### config.mk
export PLATFORM = sky130hd
export DESIGN_NAME = tanh_grad
export DESIGN_NICKNAME = d
export VERILOG_FILES = /design/src/rtl/tanh_grad.sv
export SDC_FILE = /design/constraint.sdc
export NUM_CORES = 1
export LEC_CHECK = 0
export CAP_MARGIN = 20
export CORE_MARGIN = 8
export CORE_UTILIZATION = 57
export CTS_CLUSTER_DIAMETER = 30
export DETAILED_ROUTE_END_ITERATION = 8
export GPL_ROUTABILITY_DRIVEN = 0
export HOLD_SLACK_MARGIN = 0.1
export PLACE_DENSITY = 0.84
export REMOVE_ABC_BUFFERS = 1
export SYNTH_ARGS = -nofsm -noshare
export SYNTH_HDL_FRONTEND = slang
export SYNTH_SLANG_ARGS = --single-unit
### constraint.sdc
create_clock -name clk -period 5.2 [get_ports clk]
set_clock_uncertainty 0.2 [all_clocks]
set_input_delay 0.78 -clock clk [delete_from_list [all_inputs] [get_ports clk]]
set_output_delay 0.78 -clock clk [all_outputs]
set_load 0.02 [all_outputs]
### src/rtl/tanh_grad.sv
// tanh_grad: backward pass of tanh, grad_out = grad_in * (1 - y^2), in signed Q8.8.
// It is a 3-stage elastic pipeline: S1 squares, S2 complements, S3 multiplies.
// Each stage has its own valid bit. A stage loads when it is empty or when its
// contents move on in the same cycle, so stalls ripple back combinationally.
//
// Ports:
//   clk       - clock; all state updates on its rising edge
//   rst_n     - asynchronous active-low reset; clears all valid and data registers
//   in_valid  - y_in / grad_in hold a valid pair
//   in_ready  - the pair is accepted this cycle
//   y_in      - forward tanh output, signed Q8.8
//   grad_in   - upstream gradient dL/dy, signed Q8.8
//   out_valid - grad_out is valid
//   out_ready - downstream accepts grad_out this cycle
//   grad_out  - dL/dx, signed Q8.8
//   busy      - at least one pipeline stage holds valid data
//
// Build option: define TANH_GRAD_ROUND_EN to round S3 half up. Without it, S3
// truncates (floor). Latency and handshake are the same in both builds.
// Only DATA_W = 16 is supported.

module tanh_grad #(
  parameter int unsigned DATA_W = 16
) (
  input  logic              clk,
  input  logic              rst_n,
  input  logic              in_valid,
  output logic              in_ready,
  input  logic [DATA_W-1:0] y_in,
  input  logic [DATA_W-1:0] grad_in,
  output logic              out_valid,
  input  logic              out_ready,
  output logic [DATA_W-1:0] grad_out,
  output logic              busy
);

  logic               r_s1_v, r_s2_v, r_s3_v;
  logic [8:0]         r_s1_sq;
  logic [15:0]        r_s1_grad;
  logic [8:0]         r_s2_d;
  logic [15:0]        r_s2_grad;
  logic [15:0]        r_s3_out;

  logic               w_s1_en, w_s2_en, w_s3_en;
  logic signed [9:0]  w_yc;
  logic signed [19:0] w_yc_ext;
  logic signed [19:0] w_sq_full;
  logic [8:0]         w_d;
  logic signed [24:0] w_g_ext;
  logic signed [24:0] w_d_ext;
  logic signed [24:0] w_prod;
  logic signed [24:0] w_prod_sel;
  logic               w_unused_bits;

  // Stall chain: a stage may load when it is empty or its occupant leaves this cycle.
  assign w_s3_en  = !r_s3_v || out_ready;
  assign w_s2_en  = !r_s2_v || w_s3_en;
  assign w_s1_en  = !r_s1_v || w_s2_en;
  assign in_ready = w_s1_en;

  // Clamp y to [-1.0, +1.0]. The clamped value fits in 10 signed bits.
  always_comb begin
    w_yc = y_in[9:0];
    if ($signed(y_in) > 16'sh0100) begin
      w_yc = 10'sh100;
    end else if ($signed(y_in) < -16'sh0100) begin
      w_yc = -10'sh100;
    end
  end

  assign w_yc_ext  = {{10{w_yc[9]}}, w_yc};
  assign w_sq_full = w_yc_ext * w_yc_ext;  // max 0x10000, so bits [16:8] hold sq

  assign w_d = 9'h100 - r_s1_sq;

  assign w_g_ext = {{9{r_s2_grad[15]}}, r_s2_grad};
  assign w_d_ext = {16'd0, r_s2_d};
  assign w_prod  = w_g_ext * w_d_ext;

`ifdef TANH_GRAD_ROUND_EN
  assign w_prod_sel = w_prod + 25'sd128;
`else
  assign w_prod_sel = w_prod;
`endif

  assign w_unused_bits = ^{w_sq_full[19:17], w_sq_full[7:0], w_prod_sel[24], w_prod_sel[7:0]};

  always_ff @(posedge clk or negedge rst_n) begin
    if (!rst_n) begin
      r_s1_v    <= 1'b0;
      r_s2_v    <= 1'b0;
      r_s3_v    <= 1'b0;
      r_s1_sq   <= '0;
      r_s1_grad <= '0;
      r_s2_d    <= '0;
      r_s2_grad <= '0;
      r_s3_out  <= '0;
    end else begin
      if (w_s1_en) begin
        r_s1_v <= in_valid;
        if (in_valid) begin
          r_s1_sq   <= w_sq_full[16:8];
          r_s1_grad <= grad_in[15:0];
        end
      end
      if (w_s2_en) begin
        r_s2_v <= r_s1_v;
        if (r_s1_v) begin
          r_s2_d    <= w_d;
          r_s2_grad <= r_s1_grad;
        end
      end
      if (w_s3_en) begin
        r_s3_v <= r_s2_v;
        if (r_s2_v) begin
          // |d| <= 1.0, so the shifted product always fits in 16 bits.
          r_s3_out <= w_prod_sel[23:8];
        end
      end
    end
  end

  assign out_valid = r_s3_v;
  assign grad_out  = r_s3_out;
  assign busy      = r_s1_v | r_s2_v | r_s3_v;

endmodule

# ---- After elaboration in Yosys (flattened, before gate mapping)
# Index checks and enable logic that the tools add are counted.
dict set report totals {
  regBits 69
  elab_cells 26
  output_inout_bits 19
}
dict set report classes {
  muxes 2
  bitwise_logic 2
  n_reduce_logical 9
  addsub 1
  multipliers 2
  n_lt_le_gt_ge 2
}
# cell count
set op_table {}
lappend op_table {{16-bit by 10-bit multiplier with 24-bit output} 1}
lappend op_table {{10-bit two-way mux} 2}
lappend op_table {{10-bit by 10-bit multiplier with 17-bit output} 1}
lappend op_table {{16-bit by 10-bit greater-than comparator with 1-bit output, second input constant} 1}
lappend op_table {{16-bit by 9-bit less-than comparator with 1-bit output, second input constant} 1}
lappend op_table {{9-bit subtractor, first input constant} 1}
lappend op_table {{2-bit AND reduction} 3}
lappend op_table {{1-bit logical NOT} 3}
lappend op_table {{1-bit logical OR} 3}
lappend op_table {{1-bit bitwise OR} 2}

# ---- Longest topological paths before layout
# Gate-level depths: netlist of the first run.
dict set report logic_depth {
  depth_word 5
  ltp_mapped 27
}

# ---- Worst setup path after synthesis of the first run
# OpenSTA, ideal clock, no wires.
dict set report synth_timing {
  kind {in2reg}
  startpoint {input y_in[7]}
  endpoint {register r_s1_sq[5]}
  cell_stages 25
  setup_time_ps 132
  t_arrival_ps 6448
  required_time_ps 4868
  path_buffers 3
  setup_slack_ps -1580
  cell_sequence {buf_6 > or4_1 > o21ai_1 > a21o_2 > buf_6 > and3_2 > clkbuf_1 > and2_1 > inv_1 > fa_1 > inv_1 > ha_1 > a21o_1 > fa_1 > fa_1 > inv_1 > fa_1 > inv_1 > ha_1 > or3_1 > o21ai_0 > nor2_2 > a311oi_1 > xor2_1 > o21ai_1}
}
dict set report synth_via {
  elab_chain_cells 4
  elab_cells_between_ends 5
  cone_classes {mul (1); order compare (2); mux (2)}
}
# item line
set synth_lines {}
lappend synth_lines {{from (decl)} 29} ;# input logic [DATA_W-1:0] y_in,
lappend synth_lines {{16-bit by 9-bit less-than comparator with 1-bit output} 66} ;# end else if ($signed(y_in) < -16'sh0100) begin
lappend synth_lines {{10-bit two-way mux} 66}
lappend synth_lines {{10-bit two-way mux (*)} 64} ;# if ($signed(y_in) > 16'sh0100) begin
lappend synth_lines {{10-bit by 10-bit multiplier with 17-bit output (*)} 72} ;# assign w_sq_full = w_yc_ext * w_yc_ext;
lappend synth_lines {{to (signal assigned)} 102} ;# r_s1_sq <= w_sq_full[16:8];
lappend synth_lines {{to (decl)} 38} ;# logic [8:0] r_s1_sq;
# Every way passes the cells marked *; elsewhere a longest branch is shown, timed or not.
# A chain may end at the register's enable or synchronous reset.

# ---- Final worst setup path of the first run
dict set report layout_timing {
  startpoint {input y_in[12]}
  endpoint {register r_s1_sq[7]}
}
# The elaborated chain is that of the path after synthesis.

==> summary.txt, run 1 <==
Run status
  • Status: complete, but fails checks
  • Failing checks: setup timing

Placed design
  • Placed insts: about 1,500
  • Area after DPL: 12,300 µm²
  • Detailed Place HPWL: 19,500 µm
  • Port-buffer cells: 54

Global routing
  • Number of global-route vias before repair: between 9,000 and 10,000
  • Total grt overflow: 0
  • Antenna violations before repair: 0
  • Largest net degree at the start of global routing: 70
  • Tot GR Track Use: 0.251
  • First-pass GRT wire length: approximately 45,000 µm

Critical path
  • Setup Crit Path Kind: in2reg
  • Crit-path max FO: 5
  • Critical Path Source: y_in[12]
  • Slowest cell on crit path: or4_4
  • Cell mode on critical path: fa_1
  • Req. time, crit path: 5230 ps
  • Crit start category: input port
  • CP arrival: roughly 6500 ps
  • Setup crit end kind: flip-flop
  • Worst-path cell chain: buf_6 > or4_4 > nor3_4 > a21o_4 > and2b_4 > buf_12 > nand2_4 > fa_1 > fa_1 > inv_2 > fa_1 > fa_1 > inv_1 > fa_1 > inv_1 > ha_2 > or3_1 > o21ai_1 > buf_4 > o31ai_4 > xor2_1 > mux2_4
  • Reg-to-Reg Start: r_s2_d[6]$_DFFE_PN0P_
  • Critical R2R Capture: grad_out[13]$_DFFE_PN0P_
  • Reg2reg setup slack: -330 ps
  • CP peak stage delay: roughly 540 ps
  • Worst Reg2Reg Path Length in Cells: 19

CTS
  • CTS tree: done
  • Clock tree buffer depth: 2
  • Number of H-tree levels: 3
  • Root Buffer: clkbuf_16
  • Cts hold-fix bufs: 0
  • Clock slew at reported path FFs: 50 ps
  • CTS buffer count: 9
  • Clk sinks: just under 70
  • Clk_lat worst skew: 360 ps

Synthesis
  • Seq/Total Area, Yosys: 0.164
  • Gate Count Post-Synth: ~1,100
  • Synth top area cells: fa_1, dfrtp_1, ha_1, inv_1, and2_1
  • Top post-synthesis cells by count: inv_1, fa_1, and2_1, nand2_1, ha_1
  • Flops & latches, synth: around 70
  • Mean Syn Cell Area: 9.68 µm²
  • Post-synth EDFFs: 0
  • Synth cell types: between 50 and 60
  • Yosys top cell area share: 0.343
  • Post-synth top area cell: fa_1
  • Count leader, synth: inv_1
  • FFs w/ async S/R, synth: 1.00
  • Syn Std Cell Area: around 11,000 µm²
  • Ys Warns: 0
  • Synth Flop Type: dfrtp_1

Final layout
  • Fin cells: 1,565
  • Diodes inserted: 0
  • # nets final: around 1,600
  • Area Overhead vs Synth: 34.3%
  • Fraction of layout cells with a size suffix above 1: 0.336
  • Fill count: ~950
  • Finished Cell Area: roughly 14,000 µm²

Floorplan
  • # IOs: 55
  • Die Footprint: between 20,000 and 25,000 µm²
  • Cell Rows: between 40 and 50
  • Core Footprint: ~18,000 µm²
  • Die W: about 150 µm
  • Initial Util: 0.583
  • Vert. Die Dim: ~150 µm

Routing
  • Post-DR wirelength/cell: around 22 µm
  • Detail Route Antenna Nets: 0
  • DRT Pass-1 Iters: 6
  • Via/cell ratio: 5.92
  • Total Routed Length: approximately 35,000 µm
  • Remaining DRCs: 0
  • First-iteration detailed-routing DRC count: around 860
  • DR vias: a little over 9,000

Worst hold path
  • Worst hold path class: reg2reg
  • Min-delay src: grad_out[6]$_DFFE_PN0P_
  • End point of the worst hold path: grad_out[6]$_DFFE_PN0P_
  • Hold Crit Depth: 2

STA
  • Max Clk Rate: approximately 160 MHz
  • Setup Viol. Count Final: 19
  • Fin crit period: between 6000 and 7000 ps
  • Unrepaired setup endpoints after global routing: yes
  • Worst setup margin: -1230 ps
  • Slew Viols, Final: 0
  • Final setup TNS: -11,610 ps
  • Final Hold Fails: 0
  • Worst slew margin: 0.222
  • Crit share post-route: 1.24
  • Hold_ws: around 280 ps
  • Worst Tran Pin Value: approximately 1200 ps

Flow run
  • Maxcap violations: 0
[worst max path at each step]
stage,end,slack (ps)
final,r_s1_sq[7]$_DFFE_PN0P_,-1230
after CTS,r_s1_sq[7]$_DFFE_PN0P_,-1010
after global placement,r_s1_sq[8]$_DFFE_PN0P_,-1690
after detailed placement,r_s1_sq[5]$_DFFE_PN0P_,-1870
after global routing,r_s1_sq[7]$_DFFE_PN0P_,-1350
after floorplan,r_s1_sq[5]$_DFFE_PN0P_,-1380
[layout make-up]
type,instances,area (µm²),share of cell area
clock buffers,11,253,0.0179
clock inverters,4,56.3,0.00399
inverters,230,866,0.0614
multi-input cells,747,8540,0.606
flip-flops and latches,69,1740,0.124
well taps,229,287,0.0203
repair buffers,275,2350,0.167
[timing repair]
action,in CTS,in global routing
endpoints found under the setup margin,22,23
cloned,1,0
setup buffers,20,49
pin swaps,59,140
gates resized for setup,123,159
[per-layer routing]
| metal | up-vias | part of all wire | track usage |
|---|---|---|---|
| met5 | - | 0 | 0 |
| li1 | 3813 | - | - |
| met3 | 247 | 0.069 | 0.0365 |
| met4 | 0 | 0.075 | 0.128 |
| met2 | 623 | 0.52 | 0.455 |
| met1 | 4586 | 0.34 | 0.281 |
[critical path, delay by kind of cell]
kind | cells | cell delay (ps)
fa+ha+maj | 6 | 2810
simple gates | 5 | 1330
compound gates | 3 | 520
mux | 1 | 270
buf+inv | 6 | 580
xor+xnor | 1 | 150
[per-stage QoR]
step	setup slack [ps]	util
2_1_floorplan	-1380	-
3_3_place_gp	-1690	0.685
3_5_place_dp	-1870	0.685
4_1_cts	-1010	0.725
5_1_grt	-1350	0.782
6_report	-1230	0.782
[cells in the final DEF, fill, tap and decap left out, drive strengths merged, types with 4 or more instances in the layout]
cell           count
o31ai              4
and2             122
clkbuf            13
clkdlybuf4s50     37
or3               11
nor3               8
xnor2             32
nand2            108
inv              231
nand2b             6
ha                90
fa               180
a21oi             16
buf              229
o21a               5
nor2b              5
xor2              17
and3               8
nor2              13
nand3             11
a21o               7
mux2              35
nand4              4
o21ai             39
dfrtp             69
[kinds of logic after synthesis]
logic type | after synthesis | synth area share
muxes | 36 | 0.0385
AOI/OAI and AO/OA | 86 | 0.0517
adders and majority gates | 270 | 0.450
DFF | 69 | 0.164
xor gates and xnor gates | 49 | 0.0416
buffers and inverters | 270 | 0.0991
and+or+nand+nor | 305 | 0.154
[state kept, by name, indices dropped and copies added, names as in the netlist]
name,cells
r_s2_grad,16
out_valid,1
r_s1_sq,9
grad_out,16
r_s1_grad,16
r_s2_d,9
r_s2_v,1
r_s1_v,1
Power of run 1 is not shown: default switching activity piles up to over one toggle a cycle in this logic, so the estimate is an artifact.
==> run 2, diff against run 1 <==
CORE_MARGIN = not set   (was 8)
==> run 2 against run 1 <==
Net effect: register-to-register slack better by 60 ps; critical path depth up 1; global-route usage up 5.0 points; highest routed layer unchanged; first-iteration DRC count down 9.7%; critical path type unchanged; sequential share of layout area up 0.20 points; final cell count down 0.58%; the run still ends with setup timing left.
==> summary.txt, run 2 (synthesis gave the netlist of run 1 again) <==
Global routing
  • First-pass GRT wire length: between 40,000 and 50,000 µm
  • Antenna violations before repair: 0
  • Largest net degree at the start of global routing: 70
  • Total grt overflow: 0
  • Tot GR Track Use: 0.301
  • Number of global-route vias before repair: a little over 9,000

Run status
  • Status: complete, but fails checks
  • Failing checks: setup timing

Final layout
  • Diodes inserted: 0
  • # nets final: roughly 1,600
  • Commonest cells after routing, fill and taps aside: inv_1, buf_4, fa_1, and2_1, nand2_1
  • Fraction of layout cells with a size suffix above 1: 0.323
  • Fin cells: approximately 1,600
  • Area Overhead vs Synth: 32.3%
  • Most common cell after layout, fill and taps aside: inv_1

STA
  • Unrepaired setup endpoints after global routing: yes
  • Setup Viol. Count Final: 16
  • Worst Tran Pin Value: 1040 ps
  • Final Hold Fails: 0
  • Fin crit period: between 6000 and 7000 ps
  • Worst setup margin: -1350 ps
  • Worst slew margin: 0.304
  • Crit share post-route: 1.26
  • Max Clk Rate: between 150 and 200 MHz
  • Slew Viols, Final: 0

Placed design
  • Placed insts: roughly 1,500
  • Detailed Place HPWL: approximately 19,000 µm
  • Port-buffer cells: 54

Floorplan
  • Cell Rows: 49
  • Die W: roughly 140 µm
  • Initial Util: 0.583
  • Vert. Die Dim: 138 µm
  • Die Footprint: approximately 19,000 µm²
  • Core Footprint: approximately 18,000 µm²
  • # IOs: 55

CTS
  • Number of H-tree levels: 3
  • Clock tree buffer depth: 2
  • Clk sinks: ~70
  • Clock slew at reported path FFs: about 60 ps
  • Root Buffer: clkbuf_16
  • Clk_lat worst skew: approximately 340 ps
  • CTS buffer count: 9
  • CTS tree: done

Routing
  • Via/cell ratio: about 5.8
  • Total Routed Length: approximately 31,000 µm
  • DR vias: ~9,000
  • DRT Pass-1 Iters: 5
  • Detail Route Antenna Nets: 0
  • Remaining DRCs: 0
  • Post-DR wirelength/cell: 20.2 µm
  • First-iteration detailed-routing DRC count: about 800

Critical path
  • CP arrival: about 6600 ps
  • Crit start category: input port
  • Setup crit end kind: flip-flop
  • Setup Crit Path Kind: in2reg
  • Reg-to-Reg Start: r_s2_d[1]$_DFFE_PN0P_
  • Critical R2R Capture: grad_out[12]$_DFFE_PN0P_
  • Req. time, crit path: 5220 ps
  • Reg2reg setup slack: -270 ps
  • Worst Reg2Reg Path Length in Cells: 19
  • Crit-path max FO: 7

Worst hold path
  • Worst hold path class: reg2reg
  • End point of the worst hold path: grad_out[6]$_DFFE_PN0P_
  • Hold Crit Depth: 2
  • Min-delay src: grad_out[6]$_DFFE_PN0P_

Flow run
  • Maxcap violations: 0
[run 2: cell types whose count changed in the layout (fill, tap and decap cells not counted), sizes merged]
cell	previous run	this run
buf	229	220
clkdlybuf4s15	3	1
a21o	7	6
bufinv	1	2
clkbuf	13	14
dlygate4sd2	1	0
dlymetal6s2s	3	4
inv	231	232
[run 2: metrics by stage]
stage / TNS, ps / utilization / worst slack, ps / instance area [µm²] / hold slack [ps]
after floorplan: -9770 / - / -1380 / 10300 / 265
after global placement: -14070 / 0.682 / -1680 / 12300 / 259
after detailed placement: -16870 / 0.682 / -1890 / 12300 / 260
after CTS: -9040 / 0.737 / -1190 / 13300 / 277
after global routing: -14310 / 0.771 / -1500 / 13900 / 307
final: -11820 / 0.771 / -1350 / 13900 / 273
[run 2: cell type report]
| type | count | area (µm²) |
|---|---|---|
| Clock buffer | 10 | 239 |
| Clock inverter | 6 | 91.3 |
| Fill cell | 999 | 4130 |
| Inverter | 230 | 863 |
| Multi-Input combinational cell | 746 | 8450 |
| Sequential cell | 69 | 1750 |
| Tap cell | 229 | 287 |
| Timing Repair Buffer | 266 | 2210 |
[run 2: routing by layer]
layer  global-route usage  vias up  part of all wire
li1                     -     3792                 -
met5                    0        -                 0
met1                0.344     4473              0.35
met4                0.141        0             0.064
met2                0.552      525              0.53
met3               0.0405      206             0.061
[run 2: repair_timing]
action	in CTS	in global routing
resized for setup	137	111
pin swaps	91	86
hold buffers	0	0
endpoints found under the setup margin	21	21
setup buffers	37	25
[run 2: worst max-delay path by stage]
| stage | from | cells after the start | endpoint |
|---|---|---|---|
| 2_1_floorplan | y_in[9] | 22 | r_s1_sq[5]$_DFFE_PN0P_ |
| 3_3_place_gp | y_in[9] | 25 | r_s1_sq[8]$_DFFE_PN0P_ |
| 3_5_place_dp | y_in[9] | 24 | r_s1_sq[8]$_DFFE_PN0P_ |
| 4_1_cts | y_in[14] | 22 | r_s1_sq[7]$_DFFE_PN0P_ |
| 5_1_grt | y_in[0] | 23 | r_s1_sq[5]$_DFFE_PN0P_ |
| 6_report | y_in[0] | 23 | r_s1_sq[5]$_DFFE_PN0P_ |
[run 2: worst max-delay path: stages]
cell and delay, ps:
buf_6 90, or4_4 540, o21ai_2 190, a21o_4 190
buf_4 120, and2_4 170, nand3_2 120, fa_1 480
fa_1 520, inv_1 60, fa_1 490, fa_1 540
inv_1 90, fa_1 500, inv_1 60, ha_1 220
or3_4 420, a221oi_4 230, buf_4 180, nor2_4 50
a311oi_2 250, xor2_1 200, o21ai_1 70
Power of run 2 is left out for the same reason.
